--- src/rtl/mips_dbg_pkg.sv ---
// Shared definitions for the register-file debug read-out path:
// state encoding, default widths and the hard-wired zero register number.
package mips_dbg_pkg;

    localparam int ADDR_W_DEF = 5;
    localparam int DATA_W_DEF = 32;

    localparam logic [1:0] ST_IDLE  = 2'd0;
    localparam logic [1:0] ST_FETCH = 2'd1;
    localparam logic [1:0] ST_SEND  = 2'd2;

    typedef enum logic [1:0] {
        IDLE  = ST_IDLE,
        FETCH = ST_FETCH,
        SEND  = ST_SEND
    } state_t;

    localparam int REG_ZERO = 0;

endpackage

--- src/rtl/mips_reg_dump.sv ---
// Walks an inclusive, wrap-around register range over one register-file read
// port and hands each captured word to a consumer via a valid/ready handshake.
module mips_reg_dump
    import mips_dbg_pkg::*;
#(
    parameter int ADDR_W = ADDR_W_DEF,
    parameter int DATA_W = DATA_W_DEF
) (
    input  logic              Clk,
    input  logic              Reset,
    input  logic              Start,
    input  logic              Abort,
    input  logic [ADDR_W-1:0] First_Addr,
    input  logic [ADDR_W-1:0] Last_Addr,
    output logic [ADDR_W-1:0] R_Addr,
    input  logic [DATA_W-1:0] R_Data,
    output logic              Out_Valid,
    input  logic              Out_Ready,
    output logic [ADDR_W-1:0] Out_Addr,
    output logic [DATA_W-1:0] Out_Data,
    output logic              Busy,
    output logic              Done
);

    state_t              state_q;
    logic [ADDR_W-1:0]   cur_q;
    logic [ADDR_W-1:0]   last_q;
    logic [ADDR_W-1:0]   out_addr_q;
    logic [DATA_W-1:0]   out_data_q;
    logic                out_valid_q;
    logic                done_q;

    always_ff @(posedge Clk) begin
        if (Reset) begin
            state_q     <= IDLE;
            cur_q       <= '0;
            last_q      <= '0;
            out_addr_q  <= '0;
            out_data_q  <= '0;
            out_valid_q <= 1'b0;
            done_q      <= 1'b0;
        end else begin
            done_q <= 1'b0;
            case (state_q)
                IDLE: begin
                    if (Start) begin
                        cur_q   <= First_Addr;
                        last_q  <= Last_Addr;
                        state_q <= FETCH;
                    end
                end
                FETCH: begin
                    if (Abort) begin
                        out_valid_q <= 1'b0;
                        state_q     <= IDLE;
                    end else begin
                        out_data_q  <= R_Data;
                        out_addr_q  <= cur_q;
                        out_valid_q <= 1'b1;
                        state_q     <= SEND;
                    end
                end
                SEND: begin
                    // Abort wins over a coincident handshake: the word is dropped.
                    if (Abort) begin
                        out_valid_q <= 1'b0;
                        state_q     <= IDLE;
                    end else if (Out_Ready) begin
                        out_valid_q <= 1'b0;
                        if (cur_q == last_q) begin
                            done_q  <= 1'b1;
                            state_q <= IDLE;
                        end else begin
                            cur_q   <= cur_q + 1'b1;
                            state_q <= FETCH;
                        end
                    end
                end
                default: state_q <= IDLE;
            endcase
        end
    end

    assign R_Addr    = (state_q == IDLE) ? ADDR_W'(REG_ZERO) : cur_q;
    assign Busy      = (state_q == FETCH) || (state_q == SEND);
    assign Out_Valid = out_valid_q;
    assign Out_Addr  = out_addr_q;
    assign Out_Data  = out_data_q;
    assign Done      = done_q;

endmodule
--- config.mk ---
export PLATFORM = sky130hd
export DESIGN_NAME = mips_reg_dump
export DESIGN_NICKNAME = d
export VERILOG_FILES = /design/src/rtl/mips_dbg_pkg.sv /design/src/rtl/mips_reg_dump.sv
export SDC_FILE = /design/constraint.sdc
export NUM_CORES = 1
export LEC_CHECK = 0
export ABC_AREA = 0
export CORE_MARGIN = 2
export CORE_UTILIZATION = 45
export CTS_CLUSTER_SIZE = 30
export DETAILED_ROUTE_END_ITERATION = 7
export GPL_ROUTABILITY_DRIVEN = 1
export PLACE_DENSITY = 0.84
export SETUP_SLACK_MARGIN = 0.3
export SYNTH_ARGS = -nofsm -noshare
export SYNTH_HDL_FRONTEND = slang
export SYNTH_SLANG_ARGS = --single-unit
--- constraint.sdc ---
create_clock -name Clk -period 3.6 [get_ports Clk]
set_input_delay 0.72 -clock Clk [delete_from_list [all_inputs] [get_ports Clk]]
set_output_delay 0.72 -clock Clk [all_outputs]
set_load 0.005 [all_outputs]
**Yosys cells after proc, flatten, opt, wreduce, memory -nomap -nowiden**

Index checks and enable logic that the tools add are counted.

- Input bits: 47
- Register bits: 51

- Add/sub/neg operators: 1
- Reduce and logical (&&, ||, !) cells: 10
- Equal/unequal tests: 8
- Bitwise operators: 3
- Mux-type cells: 17

Operator list:

| operator | count |
|---|---|
| 5-bit two-way mux | 5 |
| 5-bit case mux with 2 select lines | 1 |
| 2-bit two-way mux | 4 |
| 2-bit != test (second input constant) | 4 |
| 2-bit AND reduction | 4 |
| 2-bit case mux with 3 select lines | 1 |
| 5-bit by 1-bit adder with 5-bit output (second input constant) | 1 |
| 5-bit equality test | 1 |
| 1-bit two-way mux | 5 |
| 5-bit AND reduction | 1 |
| 2-bit nonzero test | 2 |
| 4-bit OR reduction | 1 |
| 3-bit != test (second input constant) | 1 |
| 1-bit NOT | 3 |
| 2-bit by 1-bit equality test with 1-bit output (second input constant) | 1 |
| 2-bit equality test (second input constant) | 1 |
| 2-bit zero test | 1 |
| 1-bit case mux with 2 select lines | 1 |
| 1-bit logical OR | 1 |

**Longest topological paths before layout**

Gate-level depths: netlist (run 1).

- Depth in word-level cells: 5
- Gate-level depth with buffers: 7

**Worst setup path before layout (run 1)**

Ideal clock, no wire load.

- Kind: register -> output
- From: register state_q[0]
- To: output R_Addr[0]
- Stages on the path, launching flop included: 5
- Slack: 1.910 ns
- Arrival: 0.970 ns
- Data required time: 2.880 ns
- Cells stage by stage: dfxtp_1 > inv_1 > ha_1 > clkbuf_1 > nor2b_1

- Longest elaborated chain between the ends: 2

RTL lines:

| what | line | RTL |
|---|---|---|
| from (decl) | mips_reg_dump.sv:25 | `state_t state_q;` |
| from (signal assigned) | mips_reg_dump.sv:35 | `state_q <= IDLE;` |
| from (signal assigned) | mips_reg_dump.sv:49 | `state_q <= FETCH;` |
| from (signal assigned) | mips_reg_dump.sv:55 | `state_q <= IDLE;` |
| 2-bit zero test | mips_reg_dump.sv:84 | `assign R_Addr = (state_q == IDLE) ? ADDR_W'(REG_ZERO) : cur_q;` |
| 5-bit two-way mux | mips_reg_dump.sv:84 |  |
| to (decl) | mips_reg_dump.sv:15 | `output logic [ADDR_W-1:0] R_Addr,` |

Every way passes these cells.

**Worst setup path in the final report (run 1)**

- From: register state_q[1]
- To: output R_Addr[4]

The elaborated chain is that of the path after synthesis.

==> results by group, run 1 <==
Outcome
  • Run status: finished clean

Global route
  • Antenna violations before repair: 0
  • First-pass GRT wire length: 8780 microns
  • Global route total overflow: 0
  • Largest net degree at the start of global routing: 28
  • Vias in the first global route: 1,867
  • Total GRT Usage: 21.0%

Drt
  • Starting DRC count in detailed routing: around 110
  • Wire per inst: 13.8 microns
  • Final WL: 5610 microns
  • Vias per cell: 5.10
  • First drt pass iteration count: 4
  • # DRC: 0
  • ANT nets after route: 0
  • Vias: 2,071

Setup path
  • Worst path arrival time: 1.90 ns
  • Critical Path Fanout Max: 14
  • CP Launch Type: register
  • Critical path class: register to primary output
  • Worst setup EP type: primary output
  • Worst-case reg-to-reg path depth: 6
  • Critical Path RT: 2.88 ns

Power and ir drop
  • Logic pwr share: 24.4%
  • Peak supply drop: 0.285 mV
  • Switching power total: 397 uW
  • Internal power: 1.01 mW
  • Switching share of total power: 28.1%
  • Pwr/cell area: 437 nW/um^2
  • Clock power share: 29.9%
  • Lkg Pwr: approximately 1.2 nW
  • Flop pwr share: approximately 46%
  • Final Total Pwr: 1.41 mW

Finish
  • Ant. Diodes: 0
  • Layout Nets: slightly above 400
  • Layout cells sized above 1: 6.82%
  • Area Overhead vs Synth: 47.8%

Logic synthesis
  • Cells after synthesis: 267
  • Post-synth EDFFs: 0
  • Syn Nets: 319
  • Post-synth top flop: dfxtp_1
  • Yosys Warn Count: 0
  • FF+latch count, synth: 51
  • Sequential share of the synthesized area: 46.7%
  • Post-Syn Area: approximately 2200 sq um
  • Cell variety after synth: 32
  • Syn_area_per_cell: 8.18 sq um
  • Ys async rst share: 0%

Floorplan
  • Core area: 4690 sq um
  • Die W: 73.7 microns
  • DIE HEIGHT: about 74 microns
  • Rows: 25
  • Initial Util: 46.6%
  • IO Count: 92
  • Die Footprint: 5430 sq um

CTS
  • Reg clk slew, reported paths: 0.09 ns
  • Hold buffer count at CTS: 0
  • H-tree Lvls: 2
  • Cts repair resizes: 0
  • Sink Count: 51
  • Clock Path Buffers: 2
  • CTS tree: built
  • Clk_lat worst skew: around 0.31 ns
  • Postcts setup bufs: 0
  • CTS Buf Count: 5
  • Clk root buf: clkbuf_8

STA
  • Max Fclk: between 0.3 and 0.4 GHz
  • Slew margin rel.: 46.6%
  • Ratio of final minimum period to clock period: 72.7%
  • Final setup vio count: 0
  • Unrepaired setup endpoints after global routing: no
  • Setup TNS Final: 0 ns
  • Clock Skew: ~0.0063 ns
  • Setup ws final: 0.983 ns
  • Final min period: about 2.6 ns
  • Final hold violation count: 0
  • Worst slew pin tran: roughly 0.8 ns
  • Final Max Tran Viols: 0

Placed design
  • Post-DP HPWL: 3960 microns
  • Final GP Congestion: approximately 0.8
  • Setup slack after placement: 1.07 ns
  • Port Buf Inserts: a little over 90

Flow run
  • Max-Cap Viols: 0

Min path
  • Hold depth: 2
  • HP Class: register to register
==> cell usage after synthesis, drive strengths merged, types with 2 or more instances <==
master	number	area share, %
clkbuf	8	1.4
xor2	5	3.0
inv	6	1.0
a21oi	45	10
o32ai	3	2.2
mux2i	2	0.92
nor2	8	1.4
dfxtp	51	47
nand3	8	1.8
nand2b	2	0.57
nor3	5	1.9
buf	9	2.1
and2	2	0.57
ha	5	2.9
nor2b	7	2.0
nand2	84	14
a211oi	6	2.3
==> per-layer routing <==
| metal | share of wire, % | global-route usage (%) |
|---|---|---|
| met5 | 0 | 0 |
| met2 | 46 | 32.9 |
| met4 | 1.9 | 7.68 |
| met3 | 8.1 | 5.76 |
| met1 | 44 | 27.6 |
==> cells in the final DEF (no fill, tap or decap), types with 2 or more instances in the layout <==
cell,n
xor2_1,2
nor2b_1,6
xor2_2,3
dfxtp_1,51
a211oi_1,5
nand2_1,84
o32ai_2,3
nor2_1,8
clkdlybuf4s50_1,90
nand3_1,8
nand2b_1,2
mux2i_1,2
clkbuf_8,6
a21oi_1,45
and2_1,2
inv_1,6
ha_1,5
buf_4,3
nor3_1,3
==> layout make-up <==
type	instances	area [sq um]
Timing Repair Buffer	94	928
Inverter	6	22.5
Clock buffer	6	82.6
Tap cell	54	67.6
Multi-Input combinational cell	193	1070
Clock inverter	2	38.8
Fill cell	404	1460
Sequential cell	51	1020
==> per-stage QoR <==
stage               cell area [sq um]  util [%]  instances  hold slack, ns
detailed placement               3110      66.2        398           0.445
global placement                 3110      66.2        398           0.441
CTS                              3230      68.8        406           0.458
global route                     3230      68.8        406           0.474
finish                           3230      68.8        406           0.455
floorplan                        2180         -        267           0.448
==> critical path: stages (launching register included) <==
cell and delay, ns:
dfxtp_1 0.40, inv_1 0.08, ha_1 0.36, nor2b_1 0.21, clkdlybuf4s50_1 0.54
==> registers in the layout (all words and copies together) (netlist names) <==
name       count
Out_Data      32
Out_Addr       5
cur_q          5
last_q         5
state_q        2
Done           1
Out_Valid      1
==> kinds of logic (layout without fill, tap and decap cells) <==
| kind of cell | count (synthesis) | after routing | synth area share [%] |
|---|---|---|---|
| muxes | 3 | 3 | 1.43 |
| DFF | 51 | 51 | 46.7 |
| xor gates and xnor gates | 5 | 5 | 3.04 |
| adders and majority gates | 5 | 5 | 2.86 |
| and+or+nand+nor | 117 | 117 | 23.1 |
| AOI/OAI and AO/OA | 63 | 63 | 18.4 |
| buffers and inverters | 23 | 108 | 4.47 |
==> path summary, 6_finish.rpt <==
| kind | end | startpoint | slack [ns] |
|---|---|---|---|
| setup / recovery | R_Addr[4] | state_q[1]$_SDFFE_PP0P_ | 0.98 |
| hold / removal | Out_Data[25]$_SDFFE_PP0P_ | Out_Data[25]$_SDFFE_PP0P_ | 0.45 |
| setup reg to reg | cur_q[3]$_SDFFE_PP0P_ | state_q[0]$_SDFFE_PP0P_ | 1.59 |
| hold reg to reg | Out_Data[25]$_SDFFE_PP0P_ | Out_Data[25]$_SDFFE_PP0P_ | 0.45 |
==> power groups by stage <==
stage,sequential [mW],clock (mW),combinational [mW]
6_report,0.644,0.423,0.344
5_1_grt,0.649,0.448,0.378
4_1_cts,0.644,0.432,0.345
3_5_place_dp,0.657,0,0.342
3_3_place_gp,0.656,0,0.338
2_1_floorplan,0.648,0,0.196
Note: power is estimated with default switching activity, not from simulation.
==> run 2: changes to the inputs <==
--- a/config.mk
+++ b/config.mk
@@ -7,11 +7,11 @@
 export LEC_CHECK = 0
 export ABC_AREA = 0
 export CORE_MARGIN = 2
-export CORE_UTILIZATION = 45
+export CORE_UTILIZATION = 42
 export CTS_CLUSTER_SIZE = 30
 export DETAILED_ROUTE_END_ITERATION = 7
 export GPL_ROUTABILITY_DRIVEN = 1
-export PLACE_DENSITY = 0.84
+export PLACE_DENSITY = 0.79
 export SETUP_SLACK_MARGIN = 0.3
 export SYNTH_ARGS = -nofsm -noshare
 export SYNTH_HDL_FRONTEND = slang
==> constraint.sdc (replaced) <==
create_clock -name Clk -period 2.6 [get_ports Clk]
set_input_delay 0.52 -clock Clk [delete_from_list [all_inputs] [get_ports Clk]]
set_output_delay 0.52 -clock Clk [all_outputs]
set_load 0.005 [all_outputs]
==> run 2 against run 1 <==
Compared with the run above:
- sequential power grew 39%
- clock skew decreased by 0.00088 ns
- critical endpoint unchanged
- total power increased by 43%
- utilization decreased by 4.0 points
- wire length fell by 4.3%
- non-clock buffer count did not move
- design area is 1.9% higher
- via count down 0.87%
- register-to-register slack worse by 0.96 ns
- worst setup slack worse by 0.54 ns
- sequential share of layout area decreased by 0.58 points
==> results by group, run 2 (synthesis gave the netlist of run 1 again) <==
Min path
  • Hold depth: 2 (unchanged)
  • HP Class: register to register
  • Hold_sp: Out_Data[1]$_SDFFE_PP0P_
  • Hold path endpoint: Out_Data[1]$_SDFFE_PP0P_

STA
  • Final hold violation count: 0 (unchanged)
  • Final min period: approximately 2.2 ns
  • Setup TNS Final: 0 ns (unchanged)
  • Max Fclk: 0.463 GHz
  • Final setup vio count: 0 (unchanged)
  • Clock Skew: 0.00545 ns (-0.000885 ns)
  • Worst slew pin tran: 0.537 ns (-0.261 ns)
  • Ratio of final minimum period to clock period: roughly 83%
  • Final hold slack: 0.456 ns (+0.00169 ns)
  • Slew margin rel.: 64.2% (+18 points)
  • Final Max Tran Viols: 0 (unchanged)
  • Unrepaired setup endpoints after global routing: no

Global route
  • Vias in the first global route: 1,983 (+6.2%)
  • Global route total overflow: 0 (unchanged)
  • Total GRT Usage: 19.3% (-1.7 points)
  • Largest net degree at the start of global routing: 39 (+39%)
  • First-pass GRT wire length: 9380 microns (+6.8%)
  • Antenna violations before repair: 0 (unchanged)

Setup path
  • RR Startpoint: state_q[0]$_SDFFE_PP0P_
  • Cell family with the largest share of critical-path delay: buffers and inverters
  • Worst path arrival time: 1.64 ns (-0.26 ns)
  • Worst setup EP type: primary output
  • Critical Path Fanout Max: 14 (unchanged)
  • Reg-to-Reg End: cur_q[0]$_SDFFE_PP0P_
  • CP Launch Type: register
  • Critical path class: register to primary output
  • Worst setup path start: state_q[1]$_SDFFE_PP0P_
  • Critical path cell sequence: inv_1, ha_4, nor2b_1, clkdlybuf4s50_1
  • Worst-case reg-to-reg path depth: 6 (unchanged)
  • Critical Path RT: 2.08 ns (-0.80 ns)
  • Reg2reg setup slack: 0.63 ns (-0.96 ns)
  • CP max stage cell: clkdlybuf4s50_1
  • Crit-path max cell delay: 0.50 ns (-0.04 ns)
  • CP Buf/Inv Count: 2 (unchanged)

Finish
  • Area Overhead vs Synth: 50.6%
  • Layout cells sized above 1: 7.10% (+0.28 points)
  • Layout Nets: 403 (unchanged)
  • Commonest cells after routing, fill and taps aside: clkdlybuf4s50_1 (90), nand2_1 (84), dfxtp_1 (51), a21oi_1 (45)
  • Fill cell count: 463 (+15%)
  • Most common cell after layout, fill and taps aside: clkdlybuf4s50_1
  • Post-Layout Inst Area: 3290 sq um (+1.9%)
  • Ant. Diodes: 0 (unchanged)
  • Max FFs per register: 32 (unchanged)

CTS
  • H-tree Lvls: 2 (unchanged)
  • Clk_lat worst skew: 0.30 ns (about the same)
  • CTS Buf Count: 5 (unchanged)
  • Clock Path Buffers: 2 (unchanged)
  • CTS tree: built
  • Reg clk slew, reported paths: 0.09 ns (about the same)
  • Hold buffer count at CTS: 0 (unchanged)
  • Cts repair resizes: 1 (+1)
  • Sink Count: 51 (unchanged)
  • Clk root buf: clkbuf_8
  • Postcts setup bufs: 0 (unchanged)

Floorplan
  • DIE HEIGHT: 76.1 microns (+3.3%)
  • Initial Util: 43.0% (-3.5 points)
  • Core area: 5070 sq um (+8.2%)
  • IO Count: 92 (unchanged)
  • Die W: 76.1 microns (+3.3%)
  • Rows: 26 (+4.0%)
  • Die Footprint: 5790 sq um (+6.7%)

Drt
  • Vias per cell: 4.86 (-4.6%)
  • Final WL: 5370 microns (-4.3%)
  • # DRC: 0 (unchanged)
  • First drt pass iteration count: 4 (unchanged)
  • Starting DRC count in detailed routing: 107 (+1.9%)
  • Wire per inst: 12.7 microns (-8.0%)
  • ANT nets after route: 0 (unchanged)
  • Vias: 2,053 (-0.87%)

Power and ir drop
  • Clock power share: 31.8% (+1.9 points)
  • Peak supply drop: 0.366 mV (+28%)
  • Flop pwr share: 44.2% (-1.5 points)
  • Logic pwr share: 24.0% (-0.4 points)
  • Switching share of total power: 26.7% (-1.4 points)
  • Internal power: 1.48 mW (+46%)
  • Lkg Pwr: 1.18 nW (+0.58%)
  • Switching power total: 540 uW (+36%)
  • Pwr/cell area: 615 nW/um^2 (+41%)

Placed design
  • Post-DP HPWL: 3820 microns (-3.4%)
  • Final GP Congestion: 0.801 (+0.91%)
  • Port Buf Inserts: 91 (unchanged)
  • Cell Area, Placed: 3140 sq um (+1.0%)

Outcome
  • Run status: finished clean

Flow run
  • Max-Cap Viols: 0 (unchanged)
## run 2: cell type report
class                   count  area [sq um]  area share, %
multi-input cells         193          1080           32.9
well taps                  70          87.6           2.66
repair buffers             94           941           28.6
clock buffers               5          68.8           2.09
clock inverters             3          67.6           2.05
inverters                   6          22.5          0.685
flip-flops and latches     51          1020           31.0
## run 2: layer usage
metal	GRT usage (%)	part of all wire, %	routed length [microns]
met4	3.64	0.97	52
met5	0	0	0
met3	6.04	7.0	375
met2	30.6	45	2420
met1	26.2	47	2520
## run 2: per-stage QoR
stage / utilization, % / std cells / worst slack (ns) / power, mW
floorplan: - / 267 / 1.02 / 1.17
global placement: 61.9 / 414 / 0.475 / 1.38
detailed placement: 61.9 / 414 / 0.439 / 1.39
CTS: 64.6 / 422 / 0.389 / 2.04
global route: 64.8 / 422 / 0.348 / 2.14
finish: 64.8 / 422 / 0.439 / 2.02
## run 2: worst min-delay path, stage by stage (launching register included)
cell     delay [ns]
dfxtp_1        0.32
nand2_1        0.05
a21oi_1        0.05
## run 2: power by group through the flow
stage / Combinational, mW / Clock (mW) / Sequential, mW
global placement: 0.472 / 0 / 0.909
floorplan: 0.272 / 0 / 0.898
finish: 0.486 / 0.643 / 0.893
global route: 0.536 / 0.696 / 0.904
CTS: 0.482 / 0.662 / 0.894
detailed placement: 0.478 / 0 / 0.912
## run 2: worst max path at each step
stage	to	slack, ns	depth (start not counted)
global placement	cur_q[0]$_SDFFE_PP0P_	0.48	5
global route	R_Addr[2]	0.35	4
floorplan	cur_q[0]$_SDFFE_PP0P_	1.02	6
finish	R_Addr[4]	0.44	4
detailed placement	cur_q[0]$_SDFFE_PP0P_	0.44	5
CTS	R_Addr[4]	0.39	4
